File: config.mk
export PLATFORM = sky130hd
export DESIGN_NAME = crossbar_slave_arbiter
export DESIGN_NICKNAME = d
export VERILOG_FILES = /design/src/rtl/crossbar_slave_arbiter_pkg.sv /design/src/rtl/crossbar_slave_arbiter_rr.sv /design/src/rtl/crossbar_slave_arbiter.sv
export SDC_FILE = /design/constraint.sdc
export NUM_CORES = 1
export LEC_CHECK = 0
export CAP_MARGIN = 20
export CORE_UTILIZATION = 30
export CTS_BUF_LIST = sky130_fd_sc_hd__clkbuf_2 sky130_fd_sc_hd__clkbuf_4 sky130_fd_sc_hd__clkbuf_8
export CTS_CLUSTER_DIAMETER = 100
export DETAILED_ROUTE_END_ITERATION = 8
export PLACE_DENSITY = 0.63
export SLEW_MARGIN = 40
export SYNTH_ARGS = -nofsm -noshare
export SYNTH_HDL_FRONTEND = slang
export SYNTH_SLANG_ARGS = --single-unit
File: constraint.sdc
create_clock -name clock -period 3.75 [get_ports clock]
set_input_delay 0.375 -clock clock [delete_from_list [all_inputs] [get_ports clock]]
set_output_delay 0.375 -clock clock [all_outputs]
set_load 0.01 [all_outputs]
File: src/rtl/crossbar_slave_arbiter_pkg.sv
// Shared types for the crossbar slave-port arbiter: FSM states, master ids and width defaults.
package crossbar_slave_arbiter_pkg;

  localparam int DATA_WIDTH_DEF = 32;
  localparam int ADDR_WIDTH_DEF = 16;

  typedef enum logic [1:0] {
    ST_IDLE  = 2'd0,
    ST_ISSUE = 2'd1,
    ST_RESP  = 2'd2
  } state_t;

  typedef enum logic {
    M1 = 1'b0,
    M2 = 1'b1
  } master_t;

  function automatic master_t other_master(input master_t m);
    return (m == M1) ? M2 : M1;
  endfunction

endpackage

File: src/rtl/crossbar_slave_arbiter_rr.sv
// Combinational 2-way round-robin grant: a lone requester wins, on a tie the
// master that did not win last time is chosen.
module crossbar_slave_arbiter_rr
  import crossbar_slave_arbiter_pkg::*;
(
  input  logic [1:0] req_i,
  input  master_t    last_grant_i,
  output logic       grant_valid_o,
  output master_t    grant_o
);

  always_comb begin
    grant_valid_o = |req_i;
    grant_o       = M1;
    case (req_i)
      2'b01:   grant_o = M1;
      2'b10:   grant_o = M2;
      2'b11:   grant_o = other_master(last_grant_i);
      default: grant_o = M1;
    endcase
  end

endmodule

File: src/rtl/crossbar_slave_arbiter.sv
// One slave port of the 2x2 crossbar: arbitrates the two masters, issues a single
// memory request, returns ack/err plus read data to the granted master only.
module crossbar_slave_arbiter
  import crossbar_slave_arbiter_pkg::*;
#(
  parameter int DATA_WIDTH = DATA_WIDTH_DEF,
  parameter int ADDR_WIDTH = ADDR_WIDTH_DEF,
  parameter int TIMEOUT    = 15
) (
  input  logic                  clock,
  input  logic                  reset,
  input  logic                  req_1m,
  input  logic                  cmd_1m,
  input  logic [ADDR_WIDTH-1:0] addr_1m,
  input  logic [DATA_WIDTH-1:0] wdata_1m,
  output logic                  ack_1m,
  output logic                  err_1m,
  output logic [DATA_WIDTH-1:0] rdata_1m,
  input  logic                  req_2m,
  input  logic                  cmd_2m,
  input  logic [ADDR_WIDTH-1:0] addr_2m,
  input  logic [DATA_WIDTH-1:0] wdata_2m,
  output logic                  ack_2m,
  output logic                  err_2m,
  output logic [DATA_WIDTH-1:0] rdata_2m,
  output logic                  mem_req,
  output logic                  mem_cmd,
  output logic [ADDR_WIDTH-1:0] mem_addr,
  output logic [DATA_WIDTH-1:0] mem_wdata,
  input  logic                  mem_ack,
  input  logic [DATA_WIDTH-1:0] mem_rdata,
  output logic                  busy
);

  localparam int WDOG_W = (TIMEOUT < 1) ? 1 : $clog2(TIMEOUT + 1);
  localparam logic [WDOG_W-1:0] WDOG_LIMIT = WDOG_W'(TIMEOUT);

  state_t                  state_q;
  master_t                 grant_q;
  master_t                 last_grant_q;
  logic [WDOG_W-1:0]       wdog_q;
  logic [WDOG_W-1:0]       wdog_d;
  logic                    mem_req_q;
  logic                    mem_cmd_q;
  logic [ADDR_WIDTH-1:0]   mem_addr_q;
  logic [DATA_WIDTH-1:0]   mem_wdata_q;
  logic                    ack_1m_q;
  logic                    err_1m_q;
  logic                    ack_2m_q;
  logic                    err_2m_q;
  logic [DATA_WIDTH-1:0]   rdata_1m_q;
  logic [DATA_WIDTH-1:0]   rdata_2m_q;
  logic [DATA_WIDTH-1:0]   resp_data_d;
  logic                    grant_valid;
  master_t                 grant_id;

  crossbar_slave_arbiter_rr u_rr (
    .req_i         ({req_2m, req_1m}),
    .last_grant_i  (last_grant_q),
    .grant_valid_o (grant_valid),
    .grant_o       (grant_id)
  );

  assign wdog_d = wdog_q + 1'b1;
  // Writes and aborts return zero data; only an acked read forwards the slave data.
  assign resp_data_d = (mem_ack && !mem_cmd_q) ? mem_rdata : '0;

  always_ff @(posedge clock) begin
    if (!reset) begin
      state_q      <= ST_IDLE;
      grant_q      <= M1;
      last_grant_q <= M2;
      wdog_q       <= '0;
      mem_req_q    <= 1'b0;
      mem_cmd_q    <= 1'b0;
      mem_addr_q   <= '0;
      mem_wdata_q  <= '0;
      ack_1m_q     <= 1'b0;
      err_1m_q     <= 1'b0;
      ack_2m_q     <= 1'b0;
      err_2m_q     <= 1'b0;
      rdata_1m_q   <= '0;
      rdata_2m_q   <= '0;
    end else begin
      ack_1m_q   <= 1'b0;
      err_1m_q   <= 1'b0;
      ack_2m_q   <= 1'b0;
      err_2m_q   <= 1'b0;
      rdata_1m_q <= '0;
      rdata_2m_q <= '0;
      case (state_q)
        ST_IDLE: begin
          if (grant_valid) begin
            state_q     <= ST_ISSUE;
            grant_q     <= grant_id;
            wdog_q      <= '0;
            mem_req_q   <= 1'b1;
            mem_cmd_q   <= (grant_id == M1) ? cmd_1m : cmd_2m;
            mem_addr_q  <= (grant_id == M1) ? addr_1m : addr_2m;
            mem_wdata_q <= (grant_id == M1) ? wdata_1m : wdata_2m;
          end
        end
        ST_ISSUE: begin
          // An ack arriving on the watchdog limit cycle still counts as a normal completion.
          if (mem_ack || (wdog_q == WDOG_LIMIT)) begin
            state_q     <= ST_RESP;
            mem_req_q   <= 1'b0;
            mem_cmd_q   <= 1'b0;
            mem_addr_q  <= '0;
            mem_wdata_q <= '0;
            if (grant_q == M1) begin
              ack_1m_q   <= mem_ack;
              err_1m_q   <= !mem_ack;
              rdata_1m_q <= resp_data_d;
            end else begin
              ack_2m_q   <= mem_ack;
              err_2m_q   <= !mem_ack;
              rdata_2m_q <= resp_data_d;
            end
          end else begin
            wdog_q <= wdog_d;
          end
        end
        ST_RESP: begin
          state_q      <= ST_IDLE;
          last_grant_q <= grant_q;
        end
        default: state_q <= ST_IDLE;
      endcase
    end
  end

  assign mem_req   = mem_req_q;
  assign mem_cmd   = mem_cmd_q;
  assign mem_addr  = mem_addr_q;
  assign mem_wdata = mem_wdata_q;
  assign ack_1m    = ack_1m_q;
  assign err_1m    = err_1m_q;
  assign rdata_1m  = rdata_1m_q;
  assign ack_2m    = ack_2m_q;
  assign err_2m    = err_2m_q;
  assign rdata_2m  = rdata_2m_q;
  assign busy      = (state_q != ST_IDLE);

endmodule

==> summary.md, run 1 <==
| Metric | Value |
|---|---|
| Count of pins on the block boundary | about 250 |
| Post-synth EDFFs | 0 |
| Number of remaining DRC errors | 0 |
| Ordered cell list for the critical path | nor2_1 > inv_1 > clkdlybuf4s50_1 |
| Post-synthesis instance area | ~4300 sq um |
| Routed len/inst | ~17 um |
| Worst Setup Path Type | register to output port |
| Wire length reported by the detailed router | 13.6 mm |
| Die span in y | ~120 um |
| Cells after DPL | 780 |
| Fraction of synthesized cell area in xor and xnor cells | 0 |
| Post-synthesis sequential area ratio | 0.581 |
| Number of warnings reported in the yosys synthesis log | 0 |
| Transition time at the pin with the least slew margin | between 0.6 and 0.7 ns |
| Pre-CTS setup slack | 1.18 ns |
| Min setup slack post-route | ~1.5 ns |
| Number of H-tree levels | 4 |
| Max-cap violation count | 0 |
| Number of hold violations in the final report | 0 |
| Post-synthesis compound-gate area fraction | 0.240 |
| Initial cell density of the core | 0.310 |
| Post-route total power | around 3100 uW |
| Standard-cell rows | between 40 and 50 |
| Width of the die | around 120 um |
| Wire length of the first global-routing pass | 20.5 mm |
| Source-to-sink clock delay at the later pin of the worst-skew pair | between 0.4 and 0.5 ns |
| Sinks on the clock net | about 130 |
| Slowest cell on crit path | sky130_fd_sc_hd__clkdlybuf4s50_1 |
| Worst hold slack | approximately 0.4 ns |
| Cell count after synthesis | 376 |
| All-Layer GR Usage | 0.182 |
| Core area | 14000 sq um |
| Area of the die | around 15000 sq um |
| Initial DRC Count | between 100 and 150 |
| Period Utilization, post-route | 0.601 |
| Timing-limited maximum frequency | between 0.4 and 0.5 GHz |
| Minimum clock period | between 2 and 2.5 ns |
| Arr. time, crit path | ~1.9 ns |
| Final clock skew | ~0.0078 ns |
| Critical Path Start Type | register |
| Setup crit end kind | output port |
| Post-route setup TNS | 0 ns |
| Largest net degree at the start of global routing | 50 |
| Power density over the cells | 420 nW/um^2 |
| Worst max-slew margin expressed relative to the limit | 0.600 |
| Number of antenna violations at the first check in global routing | 0 |
| Post-synth top area share | 0.581 |
| Mean instance size in the synthesized netlist | between 10 and 15 sq um |
| Area growth syn-to-layout | 72.3% |
| CTS tree | built |
| Number of library cell types mapped by synthesis | 37 |
| Peak ir drop on the vdd network | roughly 0.00025 V |
| Total of endpoints with negative setup slack in the final report | 0 |
| Synth Area in Adders | 0.00288 |
| Post_cts resized | 0 |
| Number of slew-limit violations in the final report | 0 |
| Clock root buffer master | sky130_fd_sc_hd__clkbuf_8 |
| Result of the run | finished clean |
| Required @ worst endpoint | between 3 and 4 ns |
| Yosys reg bits | between 100 and 150 |
| Main combinational cell family by area after synthesis | compound AO/OA/AOI/OAI gates |
| Number of buffer cells added on primary ports | 253 |
| Hold Buf Count CTS | 0 |
| Via count of the first global-routing pass | around 4000 |
| Synth Net Count | between 500 and 600 |
| Fraction of layout instances using a drive strength above 1 | 0.0900 |
| Hold crit path type | input port to register |
| Clock-pin slew reported for the worst setup and hold paths after clock tree synthesis | 0.07 ns |
| Vias | between 3000 and 4000 |
| Layout Cells excl Fill | approximately 810 |
| Ranking of synthesized cells by area | sky130_fd_sc_hd__dfxtp_1 58%, sky130_fd_sc_hd__a32oi_1 9.9%, sky130_fd_sc_hd__and2_1 9.2% |
| Maximum buffer depth of the clock tree | 2 |
| Portion of netlist area occupied by mux cells | 0.00230 |
| Delay contributed by the slowest stage of the critical path | about 0.57 ns |
| Static leakage | 0.00271 uW |
| Post-synth top cells | 126 x sky130_fd_sc_hd__dfxtp_1, 64 x sky130_fd_sc_hd__and2_1, 49 x sky130_fd_sc_hd__a32oi_1, 39 x sky130_fd_sc_hd__o2bb2ai_1, 27 x sky130_fd_sc_hd__clkbuf_1 |
| GRT Residual Overflow | 0 |
| Crit-path max FO | 9 |
| Simple logic cell fraction of the synthesized area | 0.134 |
| Dominant cell type by area after synthesis | sky130_fd_sc_hd__dfxtp_1 |
| Number of nets in the layout | approximately 760 |
| Most used flip-flop cell after synthesis | sky130_fd_sc_hd__dfxtp_1 |
| Post CTS Setup Buffer Count | 0 |
| First-pass detailed-route iteration total | 6 |
| Antenna-violating nets left | 0 |
| Most frequent cell after synthesis | sky130_fd_sc_hd__dfxtp_1 |
| Final weighted congestion of routability-driven global placement | roughly 0.74 |
| Number of buffers added by the clock tree synthesis step | 17 |
| Diodes inserted | 0 |
| Setup repair after global routing missed its margin | no |
| Share of synthesized flip-flops with an asynchronous set or reset | 0 |
| Via density per instance | ~4.8 |
| Total half-perimeter wirelength after legalization and detailed placement | approximately 9.8 mm |
==> cell usage in the layout, fill, tap and decap left out, types with 4 or more instances in the layout <==
master                            count
sky130_fd_sc_hd__o2bb2ai_1           39
sky130_fd_sc_hd__dfxtp_1            126
sky130_fd_sc_hd__a32oi_1             49
sky130_fd_sc_hd__clkinv_4             4
sky130_fd_sc_hd__and2_1              64
sky130_fd_sc_hd__nand2_1              4
sky130_fd_sc_hd__nor2_1               5
sky130_fd_sc_hd__clkdlybuf4s50_1    252
sky130_fd_sc_hd__nor3_1               5
sky130_fd_sc_hd__buf_4                5
sky130_fd_sc_hd__o2bb2ai_2           10
sky130_fd_sc_hd__clkbuf_8            19
==> worst paths after layout <==
| path | startpoint | to | slack (ns) | depth (start not counted) |
|---|---|---|---|---|
| setup / recovery | state_q[1] | busy | 1.50 | 3 |
| hold reg to reg | mem_wdata[20] | mem_wdata[20] | 0.46 | 1 |
| setup reg to reg | wdog_q[0] | mem_addr[5] | 1.73 | 6 |
| hold / removal | req_1m | grant_q | 0.40 | 4 |
==> through the flow <==
stage | util | cell area, sq um
floorplan | - | 4340
global placement | 0.501 | 7000
detailed placement | 0.503 | 7040
CTS | 0.534 | 7470
global route | 0.535 | 7480
finish | 0.535 | 7480
==> power breakdown <==
| part | internal (uW) | switching [uW] |
|---|---|---|
| Clock | 706 | 541 |
| Sequential | 1400 | 36.0 |
| Combinational | 279 | 186 |
| Total | 2380 | 762 |
==> registers in the layout, summed over array words and instances (netlist names), 2 cells and up <==
register and flops:
mem_addr 16, mem_wdata 32, rdata_1m 32, rdata_2m 32, state_q 2, wdog_q 4
==> routing by layer <==
layer | GRT usage | part of all wire
met5 | 0 | 0
met4 | 0.0884 | 0.026
met3 | 0.0897 | 0.12
met2 | 0.298 | 0.46
met1 | 0.193 | 0.39
==> final cells by class <==
type	instances	area [sq um]
clock buffers	20	269
clock inverters	12	160
fillers	1238	6500
inverters	3	11.3
multi-input cells	211	1690
flip-flops and latches	126	2520
well taps	180	225
repair buffers	261	2610
==> critical path, delay by kind of cell, from the launching register on <==
kind / cells / cell delay (ns)
buffers and inverters: 2 / 0.76
DFF: 1 / 0.53
and+or+nand+nor: 1 / 0.16
==> kinds of logic (layout without fill, tap and decap cells) <==
group | count (synthesis) | after routing
fa+ha+maj | 1 | 1
simple gates | 95 | 95
buf+inv | 39 | 296
flops | 126 | 126
mux | 1 | 1
compound gates | 114 | 114
(Power assumes the default switching activity.)
==> run 2, diff against run 1 <==
==> constraint.sdc (replaced) <==
create_clock -name clock -period 2.3 [get_ports clock]
set_input_delay 0.23 -clock clock [delete_from_list [all_inputs] [get_ports clock]]
set_output_delay 0.23 -clock clock [all_outputs]
set_load 0.01 [all_outputs]
==> summary.md, run 2 (synthesis gave the netlist of run 1 again) <==
| Metric | Value |
|---|---|
| Result of the run | finished clean |
| Worst Setup Path Type | register to output port |
| Area growth syn-to-layout | 72.5% |
| Wire length reported by the detailed router | around 14 mm |
| Count of filler cells inserted in the layout | about 1300 |
| Post CTS Setup Buffer Count | 0 |
| Ordered cell list for the critical path | nor2_1 > inv_1 > clkdlybuf4s50_1 |
| Wire length of the first global-routing pass | ~20 mm |
| Arr. time, crit path | 1.88 ns |
| Final weighted congestion of routability-driven global placement | 0.739 |
| Worst Hold Path EP | rdata_2m[20] |
| Peak ir drop on the vdd network | around 0.0004 V |
| Setup crit end kind | output port |
| Initial cell density of the core | 0.310 |
| Via count of the first global-routing pass | approximately 4000 |
| Source-to-sink clock delay at the later pin of the worst-skew pair | between 0.4 and 0.5 ns |
| Width of the die | 122 um |
| Met3 Track Usage GR | 0.0920 |
| Number of slew-limit violations in the final report | 0 |
| Min setup slack post-route | approximately 0.19 ns |
| Crit-path max FO | 9 |
| Net switching power | ~1200 uW |
| Clock root buffer master | sky130_fd_sc_hd__clkbuf_8 |
| Setup repair after global routing missed its margin | no |
| Top library cells by usage in the layout, fill and taps aside | 252 x sky130_fd_sc_hd__clkdlybuf4s50_1, 126 x sky130_fd_sc_hd__dfxtp_1, 64 x sky130_fd_sc_hd__and2_1, 49 x sky130_fd_sc_hd__a32oi_1, 39 x sky130_fd_sc_hd__o2bb2ai_1 |
| Total half-perimeter wirelength after legalization and detailed placement | between 9 and 10 mm |
| All-Layer GR Usage | 0.180 |
| Slowest cell on crit path | sky130_fd_sc_hd__clkdlybuf4s50_1 |
| Number of remaining DRC errors | 0 |
| Die span in y | between 100 and 150 um |
| Timing-limited maximum frequency | 0.475 GHz |
| Maximum buffer depth of the clock tree | 2 |
| Footprint of the multi-input gates | 1680 sq um |
| Number of cells on the worst hold path | 2 |
| Number of hold violations in the final report | 0 |
| Flop-to-flop setup slack | ~0.6 ns |
| Minimum clock period | between 2 and 2.5 ns |
| Static leakage | ~0.0027 uW |
| Grt met1 use | 0.185 |
| Flip-flop and latch area | ~2500 sq um |
| Transition time at the pin with the least slew margin | between 0.5 and 0.6 ns |
| Sinks on the clock net | about 130 |
| Required @ worst endpoint | about 2.1 ns |
| Final clock skew | about 0.0065 ns |
| Vias | between 3000 and 4000 |
| Number of H-tree levels | 4 |
| Post-route setup TNS | 0 ns |
| Leading cell type in the layout, fill and taps excluded | sky130_fd_sc_hd__clkdlybuf4s50_1 |
| Cell internal power dissipation | ~3800 uW |
| Portion of total power attributed to sequential cells | 0.466 |
| Fraction of layout instances using a drive strength above 1 | 0.0915 |
| Number of antenna violations at the first check in global routing | 0 |
| Via density per instance | ~4.8 |
| Number of buffers added by the clock tree synthesis step | 17 |
| Hold_sp | mem_rdata[20] |
| Share of power burned in combinational logic | 0.154 |
| Routed len/inst | roughly 17 um |
| GRT busiest layer | met2 |
| Initial DRC Count | ~150 |
| Period Utilization, post-route | 0.915 |
| Number of buffer cells added on primary ports | 253 |
| Area of the die | between 10000 and 15000 sq um |
| Fraction of met2 tracks used by global routing | 0.302 |
| Core area | 14000 sq um |
| Pre-CTS setup slack | 0.287 ns |
| Post_cts resized | 0 |
| First-pass detailed-route iteration total | 4 |
| Antenna-violating nets left | 0 |
| Max-cap violation count | 0 |
| Final standard cell utilization of the core | 0.536 |
| Critical Path Start Type | register |
| Delay contributed by the slowest stage of the critical path | around 0.57 ns |
| Capture instance of the worst register-to-register path | mem_wdata[31] |
| Hold crit path type | input port to register |
| Worst reg2reg path depth | 5 |
| Worst max-slew margin expressed relative to the limit | 0.662 |
| Total of endpoints with negative setup slack in the final report | 0 |
| Proportion of total power due to net switching | 0.239 |
| Hold Buf Count CTS | 0 |
| Diodes inserted | 0 |
| CTS tree | built |
| Power density over the cells | between 600 and 700 nW/um^2 |
| Count of pins on the block boundary | 254 |
| Worst hold slack | about 0.38 ns |
| Number of nets in the layout | 758 |
| GRT Residual Overflow | 0 |
| Reg-to-reg critical path startpoint | wdog_q[0] |
| Largest net degree at the start of global routing | 50 |
| Clk network pwr share | 0.380 |
| Clock-pin slew reported for the worst setup and hold paths after clock tree synthesis | 0.07 ns |
| Standard-cell rows | between 40 and 50 |
-- run 2: changes by cell type in the layout (fill, tap and decap cells not counted), moves of 2 or more --
cell,delta
sky130_fd_sc_hd__clkinv_4,-4
sky130_fd_sc_hd__buf_8,-2
sky130_fd_sc_hd__clkinvlp_4,+4
sky130_fd_sc_hd__buf_12,+4
sky130_fd_sc_hd__inv_6,-2
sky130_fd_sc_hd__clkbuf_8,+2
-- run 2: area by class of cell --
cell class                      count  share of cell area
Clock buffer                       21              0.0386
Clock inverter                     10              0.0150
Inverter                            3             0.00150
Multi-Input combinational cell    211               0.224
Sequential cell                   126               0.337
Tap cell                          180              0.0301
Timing Repair Buffer              263               0.354
-- run 2: metal layers --
metal	part of all wire	routed length, um
met5	0	0
met4	0.017	233
met1	0.38	5210
met3	0.13	1740
met2	0.47	6420
-- run 2: worst max-delay path: cells and delay by family, from the launching register on --
kind | cells | cell delay [ns]
buffers and inverters | 2 | 0.76
and+or+nand+nor | 1 | 0.15
DFF | 1 | 0.54
-- run 2: how the worst max path moves through the flow --
stage                from             to  cells past startpoint
4_1_cts        state_q[1]           busy                      3
3_5_place_dp        reset  mem_wdata[27]                      5
2_1_floorplan   wdog_q[0]   mem_addr[10]                      7
6_report       state_q[1]           busy                      3
3_3_place_gp        reset  mem_wdata[29]                      5
5_1_grt        state_q[1]           busy                      3
-- run 2: power by group through the flow --
stage	sequential, uW	clock (uW)	combinational [uW]
after floorplan	2420	0	227
after global placement	2390	0	764
after detailed placement	2390	0	777
after CTS	2340	1970	779
after global routing	2350	2070	822
final	2340	1900	770
-- run 2: through the flow --
stage,cells,total power (uW),instance area (sq um)
2_1_floorplan,376,2650,4340
3_3_place_gp,783,3150,7090
3_5_place_dp,783,3160,7090
4_1_cts,814,5090,7490
5_1_grt,814,5240,7490
6_report,814,5010,7490
==> run 3, diff against run 2 <==
--- a/config.mk
+++ b/config.mk
@@ -11,6 +11,7 @@
 export CTS_CLUSTER_DIAMETER = 100
 export DETAILED_ROUTE_END_ITERATION = 8
 export PLACE_DENSITY = 0.63
+export REMOVE_ABC_BUFFERS = 1
 export SLEW_MARGIN = 40
 export SYNTH_ARGS = -nofsm -noshare
 export SYNTH_HDL_FRONTEND = slang
==> constraint.sdc (replaced) <==
create_clock -name clock -period 2.6 [get_ports clock]
set_input_delay 0.26 -clock clock [delete_from_list [all_inputs] [get_ports clock]]
set_output_delay 0.26 -clock clock [all_outputs]
set_load 0.01 [all_outputs]
==> summary.md, run 3 (synthesis gave the netlist of run 1 again) <==
| Metric | Value |
|---|---|
| Result of the run | finished clean |
| Setup crit end kind | output port |
| Period Utilization, post-route | 0.826 |
| Number of buffer cells added on primary ports | approximately 250 |
| Timing-limited maximum frequency | about 0.47 GHz |
| Static leakage | roughly 0.0027 uW |
| Total of endpoints with negative setup slack in the final report | 0 |
| Share of power burned in combinational logic | 0.148 |
| Number of antenna violations at the first check in global routing | 0 |
| Delay contributed by the slowest stage of the critical path | 0.57 ns |
| Number of H-tree levels | 4 |
| Hold Buf Count CTS | 0 |
| Total half-perimeter wirelength after legalization and detailed placement | between 9 and 10 mm |
| Wire length of the first global-routing pass | ~20 mm |
| Worst max-slew margin expressed relative to the limit | 0.609 |
| Worst Setup Path Type | register to output port |
| Via density per instance | about 4.8 |
| Width of the die | 122 um |
| Max-cap violation count | 0 |
| Routed len/inst | around 16 um |
| Transition time at the pin with the least slew margin | between 0.5 and 0.6 ns |
| Source-to-sink clock delay at the later pin of the worst-skew pair | 0.43 ns |
| Wire length reported by the detailed router | between 10 and 15 mm |
| Maximum buffer depth of the clock tree | 2 |
| Initial DRC Count | about 120 |
| Core area | 14000 sq um |
| Hold crit path type | input port to register |
| Post-route setup TNS | 0 ns |
| Largest net degree at the start of global routing | 50 |
| Peak ir drop on the vdd network | 0.000335 V |
| Proportion of total power due to net switching | 0.251 |
| GRT Residual Overflow | 0 |
| Leading cell type in the layout, fill and taps excluded | sky130_fd_sc_hd__clkdlybuf4s50_1 |
| Number of remaining DRC errors | 0 |
| All-Layer GR Usage | 0.178 |
| Number of nets in the layout | about 760 |
| Post_cts resized | 0 |
| Fraction of met2 tracks used by global routing | 0.297 |
| Area growth syn-to-layout | 72.0% |
| Number of buffers added by the clock tree synthesis step | 17 |
| Area after detailed placement | just over 7000 sq um |
| Setup repair after global routing missed its margin | no |
| Fraction of layout instances using a drive strength above 1 | 0.0900 |
| GRT busiest layer | met2 |
| Die span in y | roughly 120 um |
| Via count of the first global-routing pass | ~4000 |
| Cell internal power dissipation | around 3400 uW |
| Clock-pin slew reported for the worst setup and hold paths after clock tree synthesis | 0.08 ns |
| Arr. time, crit path | 1.89 ns |
| Count of pins on the block boundary | roughly 250 |
| Power density over the cells | between 600 and 700 nW/um^2 |
| Clk network pwr share | 0.395 |
| Final weighted congestion of routability-driven global placement | ~0.75 |
| CTS tree | built |
| Grt met1 use | 0.171 |
| Clock root buffer master | sky130_fd_sc_hd__clkbuf_8 |
| Minimum clock period | approximately 2.1 ns |
| Crit-path max FO | 9 |
| Post-route cell area | between 7000 and 8000 sq um |
| Portion of total power attributed to sequential cells | 0.458 |
| Diodes inserted | 0 |
| Final clock skew | about 0.011 ns |
| Ordered cell list for the critical path | nor2_1 > inv_1 > clkdlybuf4s50_1 |
| Number of slew-limit violations in the final report | 0 |
| Slowest cell on crit path | sky130_fd_sc_hd__clkdlybuf4s50_1 |
| Initial cell density of the core | 0.310 |
| Vias | slightly below 4000 |
| Met3 Track Usage GR | 0.108 |
| Sinks on the clock net | 126 |
| Number of hold violations in the final report | 0 |
| Standard-cell rows | 43 |
| Antenna-violating nets left | 0 |
| Area of the die | approximately 15000 sq um |
| Critical Path Start Type | register |
| Required @ worst endpoint | around 2.3 ns |
| First-pass detailed-route iteration total | 4 |
| Net switching power | 1140 uW |
| Post CTS Setup Buffer Count | 0 |
| Top library cells by usage in the layout, fill and taps aside | 252 x sky130_fd_sc_hd__clkdlybuf4s50_1, 126 x sky130_fd_sc_hd__dfxtp_1, 64 x sky130_fd_sc_hd__and2_1, 49 x sky130_fd_sc_hd__a32oi_1, 39 x sky130_fd_sc_hd__o2bb2ai_1 |
## run 3: cell types whose count changed in the layout (fill, tap and decap cells not counted)
cell | before | now
sky130_fd_sc_hd__buf_12 | 4 | 2
sky130_fd_sc_hd__bufinv_16 | 2 | 3
sky130_fd_sc_hd__clkbuf_8 | 21 | 17
sky130_fd_sc_hd__clkinv_2 | 3 | 2
sky130_fd_sc_hd__clkinv_4 | 0 | 2
sky130_fd_sc_hd__clkinvlp_4 | 5 | 3
sky130_fd_sc_hd__inv_6 | 0 | 5
## run 3: layout make-up
type	instances	area (sq um)
Inverter	3	11.3
Clock buffer	17	234
Fill cell	1204	6520
Clock inverter	15	184
Sequential cell	126	2520
Timing Repair Buffer	261	2610
Tap cell	180	225
Multi-Input combinational cell	211	1680
## run 3: worst max-delay path, delay by kind of cell (launching register included)
kind | cells | cell delay, ns
simple gates | 1 | 0.15
buf+inv | 2 | 0.77
flops | 1 | 0.54
## run 3: power by group through the flow
stage / combinational (uW) / clock [uW] / sequential, uW
2_1_floorplan: 170 / 0 / 2140
3_3_place_gp: 662 / 0 / 2110
3_5_place_dp: 675 / 0 / 2110
4_1_cts: 676 / 1830 / 2070
5_1_grt: 714 / 1930 / 2080
6_report: 666 / 1780 / 2070
## run 3: path summary, 6_finish.rpt
path	startpoint	end	cells past startpoint	slack, ns
max reg2reg	wdog_q[0]	mem_wdata[30]	5	0.92
max	state_q[1]	busy	3	0.45
min reg2reg	mem_wdata[13]	mem_wdata[13]	1	0.46
min	req_1m	mem_cmd	3	0.32
## run 3: metrics by stage
| step | cells | worst slack, ns | hold WS [ns] | power (uW) | utilization |
|---|---|---|---|---|---|
| after floorplan | 340 | 0.171 | 0.322 | 2310 | - |
| after global placement | 781 | 0.652 | 0.443 | 2770 | 0.504 |
| after detailed placement | 781 | 0.582 | 0.446 | 2790 | 0.504 |
| after CTS | 813 | 0.413 | 0.299 | 4580 | 0.534 |
| after global routing | 813 | 0.342 | 0.331 | 4720 | 0.534 |
| final | 813 | 0.452 | 0.323 | 4510 | 0.534 |
## run 3: metal layers
metal	wire [um]	vias to the layer above	share of wire
met2	6150	209	0.46
li1	-	1905	-
met5	0	-	0
met4	344	0	0.026
met3	1990	26	0.15
met1	4890	1778	0.37
